$ cat src/rtl/round_core_sched_pkg.sv
// Shared definitions for the round-robin core scheduler: FSM state encoding
// and the default watchdog limit.
package round_core_sched_pkg;

    typedef enum logic [2:0] {
        ST_IDLE    = 3'd0,
        ST_GRANT   = 3'd1,
        ST_LAUNCH  = 3'd2,
        ST_WAIT    = 3'd3,
        ST_RELEASE = 3'd4
    } sched_state_t;

    localparam int DEF_TIMEOUT = 64;

endpackage

$ cat src/rtl/round_core_sched_rr_pick.sv
// Combinational wrap-around priority search: first set request at or above
// ptr, otherwise the lowest set request below ptr.
module rr_pick #(
    parameter int N_REQ = 4,
    parameter int SEL_W = 2
) (
    input  logic [N_REQ-1:0] i_req,
    input  logic [SEL_W-1:0] i_ptr,
    output logic             o_valid,
    output logic [SEL_W-1:0] o_idx
);

    always_comb begin
        o_valid = |i_req;
        o_idx   = '0;
        // Descending scans leave the lowest hit; the upper region overrides the wrapped one.
        for (int j = N_REQ - 1; j >= 0; j--) begin
            if (i_req[j] && (j < int'(i_ptr))) begin
                o_idx = SEL_W'(j);
            end
        end
        for (int j = N_REQ - 1; j >= 0; j--) begin
            if (i_req[j] && (j >= int'(i_ptr))) begin
                o_idx = SEL_W'(j);
            end
        end
    end

endmodule

$ cat src/rtl/round_core_sched.sv
// Round-robin scheduler sharing one iterative core among N_REQ requesters,
// with start/done handshake and a timeout watchdog.
module round_core_sched
    import round_core_sched_pkg::*;
#(
    parameter int N_REQ   = 4,
    parameter int SEL_W   = 2,
    parameter int TIMEOUT = DEF_TIMEOUT,
    parameter int CNT_W   = 7
) (
    input  logic             clk,
    input  logic             rst,
    input  logic [N_REQ-1:0] i_req,
    output logic [N_REQ-1:0] o_gnt,
    output logic [N_REQ-1:0] o_job_done,
    output logic [N_REQ-1:0] o_job_err,
    output logic [SEL_W-1:0] o_core_sel,
    output logic             o_core_start,
    input  logic             i_core_done,
    output logic             o_core_abort,
    output logic             o_busy
);

    sched_state_t     r_state;
    logic [SEL_W-1:0] r_ptr;
    logic [SEL_W-1:0] r_sel;
    logic [CNT_W-1:0] r_wdog;
    logic             r_ok;

    logic             w_valid;
    logic [SEL_W-1:0] w_idx;
    logic [N_REQ-1:0] w_owner;

    rr_pick #(
        .N_REQ (N_REQ),
        .SEL_W (SEL_W)
    ) u_pick (
        .i_req   (i_req),
        .i_ptr   (r_ptr),
        .o_valid (w_valid),
        .o_idx   (w_idx)
    );

    always_ff @(posedge clk) begin
        if (rst) begin
            r_state <= ST_IDLE;
            r_ptr   <= '0;
            r_sel   <= '0;
            r_wdog  <= '0;
            r_ok    <= 1'b0;
        end else begin
            case (r_state)
                ST_IDLE: begin
                    if (w_valid) begin
                        r_sel   <= w_idx;
                        r_state <= ST_GRANT;
                    end
                end
                ST_GRANT: begin
                    r_state <= ST_LAUNCH;
                end
                ST_LAUNCH: begin
                    r_wdog  <= '0;
                    r_state <= ST_WAIT;
                end
                ST_WAIT: begin
                    r_wdog <= r_wdog + CNT_W'(1);
                    // Completion takes precedence over a coincident timeout.
                    if (i_core_done) begin
                        r_ok    <= 1'b1;
                        r_state <= ST_RELEASE;
                    end else if (r_wdog == CNT_W'(TIMEOUT - 1)) begin
                        r_ok    <= 1'b0;
                        r_state <= ST_RELEASE;
                    end
                end
                ST_RELEASE: begin
                    r_ptr   <= (r_sel == SEL_W'(N_REQ - 1)) ? '0 : r_sel + SEL_W'(1);
                    r_state <= ST_IDLE;
                end
                default: begin
                    r_state <= ST_IDLE;
                end
            endcase
        end
    end

    // Moore decode: every output derives from registered state, sel and ok only.
    assign w_owner      = N_REQ'(1) << r_sel;
    assign o_gnt        = (r_state == ST_GRANT || r_state == ST_LAUNCH || r_state == ST_WAIT)
                          ? w_owner : '0;
    assign o_job_done   = (r_state == ST_RELEASE && r_ok)  ? w_owner : '0;
    assign o_job_err    = (r_state == ST_RELEASE && !r_ok) ? w_owner : '0;
    assign o_core_abort = (r_state == ST_RELEASE) && !r_ok;
    assign o_core_start = (r_state == ST_LAUNCH);
    assign o_core_sel   = r_sel;
    assign o_busy       = (r_state != ST_IDLE);

endmodule

$ cat config.mk
export PLATFORM = sky130hd
export DESIGN_NAME = round_core_sched
export DESIGN_NICKNAME = d
export VERILOG_FILES = /design/src/rtl/round_core_sched_pkg.sv /design/src/rtl/round_core_sched_rr_pick.sv /design/src/rtl/round_core_sched.sv
export SDC_FILE = /design/constraint.sdc
export NUM_CORES = 1
export LEC_CHECK = 0
export ABC_AREA = 1
export BUFFER_PORTS_ARGS = -buffer_cell sky130_fd_sc_hd__buf_2
export CORE_ASPECT_RATIO = 1.2
export CORE_MARGIN = 8
export CORE_UTILIZATION = 50
export CTS_CLUSTER_SIZE = 24
export DETAILED_ROUTE_END_ITERATION = 8
export PLACE_DENSITY_LB_ADDON = 0.15
export SYNTH_ARGS = -nofsm -noshare
export SYNTH_HDL_FRONTEND = slang
export SYNTH_HIERARCHICAL = 1
export SYNTH_SLANG_ARGS = --single-unit
export TNS_END_PERCENT = 1
$ cat constraint.sdc
create_clock -name clk -period 2.59 [get_ports clk]
set_clock_uncertainty 0.15 [all_clocks]
set_input_delay 0.1295 -clock clk [delete_from_list [all_inputs] [get_ports clk]]
set_output_delay 0.1295 -clock clk [all_outputs]
set_load 0.05 [all_outputs]
==> flow_summary_export.csv, run 1 <==
group,metric,value,unit
critical_path,crit_arrival,1.57,ns
pwr,power_density,497.7,nW/µm²
die,placementRows,17,
yosys,ys_top_cells_by_area,"dfxtp_1, nand2_1, nor2_1",
timing,finalSetupTns,0,ns
timing,slew_viol_final,0,
routing,vias,987,
die,coreArea,1765,µm²
routing,wirelength,2166,µm
critical_path,start_kind,"flop",
grt,grt_use_total,0.1398,
critical_path,cp_cell_sequence,"inv_1 > nor3_2 > inv_2 > nor2_4 > inv_2 > nor2_1 > buf_2",
outcome,status,"finished clean",
yosys,synth.top_cell.area_share,0.3343,
yosys,synth_area_per_cell,6.463,µm²
yosys,synth_commonest_cells,"nand2_1, nor2_1, inv_1",
yosys,ys_seq_area_frac,0.3343,
grt,grt-ovfl-total,0,
placed_design,gp_congestion,0.8010,
timing,hold_violations,0,
timing,period_minus_slack,1.852,ns
critical_path,cp.required,2.31,ns
grt,first_global_vias,979,
routing,dr_wl_met2,1136,µm
pwr,ir_drop,0.0003101,V
final_layout,fill_cells,174,
timing,grt_setup_unrepaired,"false",
yosys,synth_top_area_cell,"dfxtp_1",
die,fp.dieW,54.70,µm
yosys,synthArstFlopShare,0,
die,die_h,62.44,µm
clock_network,clk_pin_slew,0.09,ns
yosys,synth_nets,151,
grt,grt_max_degree,10,
critical_path,end_kind,"output port",
final_layout,instances_no_fill,186,
routing,vias_per_cell,5.306,
final_layout,synthToLayoutAreaGrowth,20.06,%
routing,drc,0,
routing,first_iter_violations,19,
routing,wl_met1,795,µm
die,ios,24,
critical_path,worst-setup-path-type,"flop to output port",
final_layout,drive_above_1_share,0.2216,
critical_path,cpMostUsedCell,"inv_2",
critical_path,crit_path_top_delay_cell,"dfxtp_1",
routing,wl_per_cell,11.65,µm
die,die_area,3415,µm²
clock_network,htreeDepth,1,
clock_network,cts_tree,"built",
critical_path,reg2reg_slack,1.19,ns
die,start_util,0.5089,
clock_network,cts_resized,0,
timing,setup_viol,0,
timing,final.period_utilization,0.7150,
routing,first_pass_iters,4,
critical_path,critPathTopFamily,"buffers and inverters",
placed_design,dp_cells,180,
clock_network,clk_latency,0.29,ns
grt,antenna_found_initial,0,
clock_network,cts_root_buf,"clkbuf_4",
timing,fin_ws,0.7382,ns
timing,clock.fmax,0.5400,GHz
final_layout,nNetsFinal,180,
critical_path,cp_max_fo,4,
yosys,synth_edf_count,0,
yosys,synth_cell_type_count,21,
grt,grt_pass1_wl,3705,µm
routing,dr_wl_met3,181,µm
hold_path,hold_path.class,"input pin to flop",
yosys,synthFlopType,"dfxtp_1",
placed_design,port_buffers,23,
critical_path,cp_num_buf_inv,4,
timing,slew_headroom,0.7933,
clock_network,clock_sinks,15,
clock_network,clockBufferDepth,2,
placed_design,dpl.hpwl,1746,µm
yosys,yosysWarnings,6,
pwr,leakage,0.0005298,µW
yosys,ys_ff_latch,15,
final_layout,antenna_cells,0,
job,max-cap-violations,0,
routing,ant_nets,0,
critical_path,critPathMaxStageDelay,0.35,ns
yosys,syn-cell-area,898.4,µm²
routing,topRoutingLayerUsed,"met4",
yosys,synthCells,139,
clock_network,cts_buffers,3,
yosys,synth.most_common_cell,"nand2_1",
timing,tightest_slew,0.3083,ns
placed_design,place_ws,1.047,ns
-- layer usage --
| layer | vias up | global-route usage |
|---|---|---|
| met5 | - | 0 |
| met2 | 27 | 0.2543 |
| met3 | 10 | 0.04524 |
| met4 | 0 | 0.07716 |
| met1 | 448 | 0.1217 |
| li1 | 502 | - |
-- sequential cells by signal, summed over array words and instances (netlist names) --
name / count
r_ok: 1
o_core_sel: 2
r_ptr: 2
r_wdog: 7
r_state: 3
-- metrics by stage --
| stage | total power, µW | hold slack [ns] | utilization | area (µm²) |
|---|---|---|---|---|
| floorplan | 367.4 | 0.1499 | - | 898.4 |
| detailed placement | 403.1 | 0.2775 | 0.5847 | 1032 |
| finish | 536.8 | 0.1930 | 0.6109 | 1079 |
| global placement | 399.8 | 0.2752 | 0.5847 | 1032 |
| CTS | 536.2 | 0.1914 | 0.6109 | 1079 |
| global route | 567.4 | 0.2443 | 0.6109 | 1079 |
-- area by class of cell --
type,instances,area (µm²),area share
multi-input cells,99,501.7,0.4652
flip-flops and latches,15,300.3,0.2784
repair buffers,25,135.1,0.1253
inverters,24,91.34,0.08469
clock buffers,4,26.28,0.02436
well taps,19,23.77,0.02204
-- power by group --
group	internal, µW	switching [µW]
Combinational	37.5	110
Clock	59.9	78.2
Sequential	240	11.1
Total	338	199
-- cells in the final DEF, fill, tap and decap left out, types with 2 or more instances in the layout --
| cell type | n |
|---|---|
| nor3_1 | 2 |
| ha_1 | 5 |
| a21oi_1 | 14 |
| nand3_1 | 10 |
| dfxtp_1 | 15 |
| nand4_1 | 2 |
| nor2_1 | 21 |
| buf_2 | 23 |
| dlygate4sd3_1 | 2 |
| inv_2 | 5 |
| inv_1 | 18 |
| nand2_1 | 28 |
| o21ai_0 | 9 |
| clkbuf_4 | 3 |
-- kinds of logic (layout without fill, tap and decap cells) --
logic type | count (synthesis) | after routing | share of synthesized area
adders and majority gates | 5 | 5 | 0.06964
DFF | 15 | 15 | 0.3343
AOI/OAI and AO/OA | 27 | 27 | 0.1630
and+or+nand+nor | 67 | 67 | 0.3259
buffers and inverters | 25 | 53 | 0.1072
-- final timing paths --
kind | from | endpoint | cells past startpoint
worst min register to register | r_wdog[4]$_SDFFE_PP0P_ | r_wdog[4]$_SDFFE_PP0P_ | 1
worst min-delay path | i_req[2] | o_core_sel[0]$_SDFFE_PP0P_ | 6
worst max register to register | r_wdog[0]$_SDFFE_PP0P_ | r_ok$_SDFFE_PP0P_ | 6
worst max-delay path | r_state[2]$_SDFFE_PP0P_ | o_job_err[1] | 7
-- repair_timing --
item | CTS | global route
hold buffers | 2 | 0
hold endpoints to repair | 8 | 0
setup buffers | 0 | 0
-- worst min-delay path, delay by kind of cell --
kind / cells / cell delay (ns)
AO/OA/AOI/OAI: 3 / 0.23
AND/OR/NAND/NOR: 2 / 0.14
buffers and inverters: 1 / 0.08
(Power assumes the default switching activity.)
==> inputs of run 2 (changes only) <==
- CORE_UTILIZATION: 50 -> 45
- clock period: 2.59 -> 1.61 ns (I/O delays scaled with it)
==> flow_summary_export.csv, run 2 (synthesized netlist as in run 1, its figures left out) <==
group,metric,value,unit
placed_design,port_buffers,23,
die,fp.dieW,56.79,µm
timing,period_minus_slack,1.669,ns
critical_path,cp_max_fo,5,
routing,dr_wl_met2,1238,µm
timing,hold_violations,0,
final_layout,synthToLayoutAreaGrowth,37.88,%
routing,vias,960,
routing,drc,0,
final_layout,layout_commonest_cell,"nand2_1",
grt,grt_max_degree,10,
critical_path,crit_arrival,1.44,ns
placed_design,gp_congestion,0.7802,
final_layout,largest_reg_flops,7,
clock_network,cts_tree,"built",
critical_path,cp.required,1.38,ns
routing,first_iter_violations,8,
final_layout,reg.largest.list,"r_wdog (7), r_state (3)",
routing,first_pass_iters,4,
hold_path,min_from,"i_req[2]",
critical_path,end_kind,"output port",
routing,ant_nets,0,
clock_network,cts_buffers,3,
die,start_util,0.4799,
critical_path,critPathMaxStageDelay,0.38,ns
clock_network,clk_latency,0.28,ns
clock_network,clock_sinks,15,
critical_path,reg2reg_from,"r_state[0]$_SDFFE_PP0P_",
timing,tightest_slew,0.2478,ns
die,die_area,3688,µm²
grt,grt-ovfl-total,0,
grt,grt_pass1_wl,3788,µm
final_layout,antenna_cells,0,
routing,vias_per_cell,5.053,
critical_path,cp_cell_sequence,"nor3_4 > inv_2 > nor2_4 > inv_2 > nor2_2 > buf_6",
critical_path,crit_path_top_delay_cell,"dfxtp_4",
timing,final.period_utilization,1.037,
timing,clock.fmax,0.5992,GHz
critical_path,cpMostUsedCell,"inv_2",
die,placementRows,17,
clock_network,clockBufferDepth,2,
job,max-cap-violations,0,
grt,grt_use_total,0.1248,
clock_network,htreeDepth,1,
final_layout,largest_register,"r_wdog",
grt,antenna_found_initial,0,
timing,grt_setup_unrepaired,"true",
clock_network,cts_root_buf,"clkbuf_4",
routing,wirelength,2352,µm
timing,slew_headroom,0.8334,
pwr,leakage,0.0005584,µW
critical_path,start_kind,"flop",
timing,slew_viol_final,0,
routing,wl_per_cell,12.38,µm
timing,fin_ws,-0.05881,ns
routing,topRoutingLayerUsed,"met4",
placed_design,dpl.hpwl,1738,µm
critical_path,worst-setup-path-type,"flop to output port",
outcome,status,"complete, but fails checks",
outcome,violations,"setup timing",
die,die_h,64.95,µm
clock_network,clk_pin_slew,0.09,ns
timing,setup_viol,5,
final_layout,final_cell_mix,"nand2_1, inv_1, a21oi_1, nor2_2",
die,coreArea,1872,µm²
pwr,power_density,730.3,nW/µm²
critical_path,cp-startpoint,"r_state[0]$_SDFFE_PP0P_",
pwr,ir_drop,0.0005553,V
die,ios,24,
final_layout,drive_above_1_share,0.3626,
grt,first_global_vias,936,
routing,wl_met1,933,µm
final_layout,nNetsFinal,184,
hold_path,hold_path.class,"input pin to flop",
routing,dr_wl_met3,147,µm
pwr,power,904.6,µW
final_layout,final_core_util,0.6618,
## run 2: cell count changes in the layout (fill, tap and decap cells not counted), moves of 2 or more
| cell | previous run | this run |
|---|---|---|
| dfxtp_2 | 0 | 2 |
| nor2_2 | 1 | 13 |
| buf_4 | 0 | 6 |
| buf_6 | 0 | 10 |
| nand2_2 | 0 | 2 |
| dfxtp_1 | 15 | 11 |
| nor2_1 | 21 | 8 |
| buf_2 | 23 | 11 |
| dfxtp_4 | 0 | 2 |
| nand2_1 | 28 | 26 |
## run 2: per-layer routing
metal | vias to the layer above | track usage
met1 | 423 | 0.1226
li1 | 508 | -
met2 | 25 | 0.2253
met5 | - | 0
met3 | 4 | 0.04483
met4 | 0 | 0.06176
## run 2: worst max-delay path, delay by kind of cell, from the launching register on
family / cells / cell delay (ns)
flops: 1 / 0.38
simple gates: 3 / 0.45
buf+inv: 3 / 0.33
## run 2: area by class of cell
class                   instances  area [µm²]
clock buffers                   4       26.28
fillers                       172       633.1
inverters                      24       91.34
multi-input cells              99       554.3
flip-flops and latches         15       310.3
well taps                      19       23.77
repair buffers                 29       232.7
## run 2: path summary, 6_finish.rpt
kind,slack [ns],depth (start not counted),endpoint
setup / recovery,-0.06,6,o_job_err[2]
hold / removal,0.15,6,o_core_sel[0]$_SDFFE_PP0P_
setup reg to reg,0.26,6,r_ptr[0]$_SDFFE_PP0N_
hold reg to reg,0.34,1,r_wdog[4]$_SDFFE_PP0P_
## run 2: repair_timing
| action | CTS | global route |
|---|---|---|
| hold buffers | 2 | 0 |
| setup buffers | 2 | 1 |
| pin swaps | 2 | 2 |
| hold endpoints to repair | 8 | 0 |
| setup endpoints to repair | 13 | 13 |
| resized for setup | 30 | 8 |
## run 2: stage by stage
step                setup TNS [ns]  hold slack, ns  cell area [µm²]  setup WS, ns  std cells
global placement                 0          0.2201             1065        0.1328        181
global route                -1.110          0.2057             1239       -0.1375        190
floorplan                  -0.9906          0.1009            923.4       -0.1598        139
CTS                        -0.2825          0.1487             1207      -0.04301        189
detailed placement               0          0.2313             1065       0.06808        181
finish                     -0.2254          0.1470             1239      -0.05881        190
## run 2: power by group
group	internal, µW	total [µW]	switching, µW
Sequential	388	411	22.7
Clock	96.0	216	120
Combinational	81.1	278	197
==> inputs of run 3 (changes only) <==
- CORE_UTILIZATION: 45 -> 50
- clock period: 1.61 -> 2.1 ns (I/O delays scaled with it)
==> flow_summary_export.csv, run 3 (synthesized netlist as in run 1, its figures left out) <==
group,metric,value,unit
timing,slew_headroom,0.7989,
routing,first_pass_iters,4,
die,placementRows,17,
routing,wirelength,2074,µm
final_layout,final_core_util,0.6166,
timing,final.period_utilization,0.9230,
timing,tightest_slew,0.3000,ns
timing,hold_violations,0,
clock_network,htreeDepth,1,
clock_network,cts_root_buf,"clkbuf_4",
critical_path,start_kind,"flop",
final_layout,largest_reg_flops,7,
clock_network,cts_tree,"built",
routing,wl_per_cell,11.09,µm
die,start_util,0.5089,
final_layout,synthToLayoutAreaGrowth,21.17,%
clock_network,clockBufferDepth,2,
clock_network,clock_sinks,15,
timing,setup_viol,0,
routing,first_iter_violations,19,
placed_design,gp_congestion,0.8010,
final_layout,drive_above_1_share,0.2202,
clock_network,clk_pin_slew,0.09,ns
final_layout,reg.largest.list,"r_wdog (7), r_state (3)",
grt,grt_pass1_wl,3788,µm
final_layout,largest_register,"r_wdog",
final_layout,layout_commonest_cell,"nand2_1",
clock_network,cts_buffers,3,
hold_path,hold_path.class,"input pin to flop",
die,die_area,3415,µm²
critical_path,cp_max_fo,5,
job,max-cap-violations,0,
grt,antenna_found_initial,0,
timing,period_minus_slack,1.938,ns
final_layout,nNetsFinal,181,
die,die_h,62.44,µm
clock_network,clk_latency,0.28,ns
final_layout,final_cell_mix,"nand2_1, buf_2, nor2_1, inv_1, dfxtp_1",
pwr,ir_drop,0.0003874,V
grt,grt_use_total,0.1414,
routing,ant_nets,0,
placed_design,port_buffers,23,
timing,slew_viol_final,0,
critical_path,worst-setup-path-type,"flop to flop",
timing,finalSetupTns,0,ns
pwr,power_density,601.8,nW/µm²
placed_design,dpl.hpwl,1740,µm
outcome,status,"finished clean",
routing,vias_per_cell,5.070,
grt,grt-ovfl-total,0,
die,fp.dieW,54.70,µm
critical_path,crit_arrival,1.96,ns
grt,first_global_vias,941,
pwr,leakage,0.0005366,µW
clock_network,cts_resized,0,
critical_path,end_kind,"flop",
critical_path,cp.required,2.13,ns
die,ios,24,
final_layout,antenna_cells,0,
routing,drc,0,
die,coreArea,1765,µm²
timing,grt_setup_unrepaired,"false",
grt,grt_max_degree,10,
timing,clock.fmax,0.5159,GHz
routing,vias,948,
==> run 3: changes by cell type in the layout (fill, tap and decap cells not counted), moves of 2 or more <==
| cell | change |
|---|---|
| nor2_1 | +13 |
| buf_2 | +12 |
| nor2_2 | -12 |
| buf_6 | -10 |
| buf_4 | -6 |
| dfxtp_1 | +4 |
| dfxtp_2 | -2 |
| dfxtp_4 | -2 |
| nand2_1 | +2 |
| nand2_2 | -2 |
==> run 3: final timing paths <==
check | from | to | slack (ns) | cells past startpoint
setup reg to reg | r_wdog[0]$_SDFFE_PP0P_ | r_ok$_SDFFE_PP0P_ | 0.16 | 7
hold reg to reg | r_wdog[4]$_SDFFE_PP0P_ | r_wdog[4]$_SDFFE_PP0P_ | 0.33 | 1
hold / removal | i_req[2] | o_core_sel[0]$_SDFFE_PP0P_ | 0.18 | 6
setup / recovery | r_wdog[0]$_SDFFE_PP0P_ | r_ok$_SDFFE_PP0P_ | 0.16 | 7
==> run 3: per-layer routing <==
layer	vias to the layer above	share of wire	wire length, µm	track usage
met4	0	0.014	28	0.06481
met5	-	0	0	0
li1	505	-	-	-
met1	420	0.38	781	0.1379
met3	4	0.088	183	0.03571
met2	19	0.52	1081	0.2543
==> run 3: worst max-delay path: stages (launching register included) <==
cell,delay [ns]
dfxtp_1,0.40
ha_1,0.21
nand3_1,0.14
nor2_1,0.19
nand2_1,0.09
nand2_1,0.06
a21oi_1,0.05
dlygate4sd3_1,0.55
==> run 3: report_power, final <==
| part | switching (µW) | total, µW | internal (µW) |
|---|---|---|---|
| logic | 135 | 182 | 47.0 |
| clock network | 89.5 | 163 | 73.7 |
| registers | 13.5 | 310 | 296 |
==> run 3: cell type report <==
type | count | area, µm²
multi-input combinational | 99 | 501.7
tap | 19 | 23.77
inverter | 24 | 91.34
sequential | 15 | 300.3
fill | 187 | 676.9
clock buffer | 4 | 26.28
timing repair buffer | 26 | 145.1
==> run 3: what timing repair did <==
item	CTS	global route
hold endpoints to repair	8	0
setup buffers	0	0
hold buffers	3	0
==> run 3: metrics by stage <==
step	cell area, µm²	setup slack [ns]	power, µW	instances	hold slack (ns)
2_1_floorplan	898.4	0.1377	453.1	139	0.1254
3_3_place_gp	1032	0.5995	493.1	180	0.2507
3_5_place_dp	1032	0.5812	496.8	180	0.2535
4_1_cts	1089	0.1625	662.7	187	0.1714
5_1_grt	1089	0.03278	697.8	187	0.2287
6_report	1089	0.1618	655.1	187	0.1804
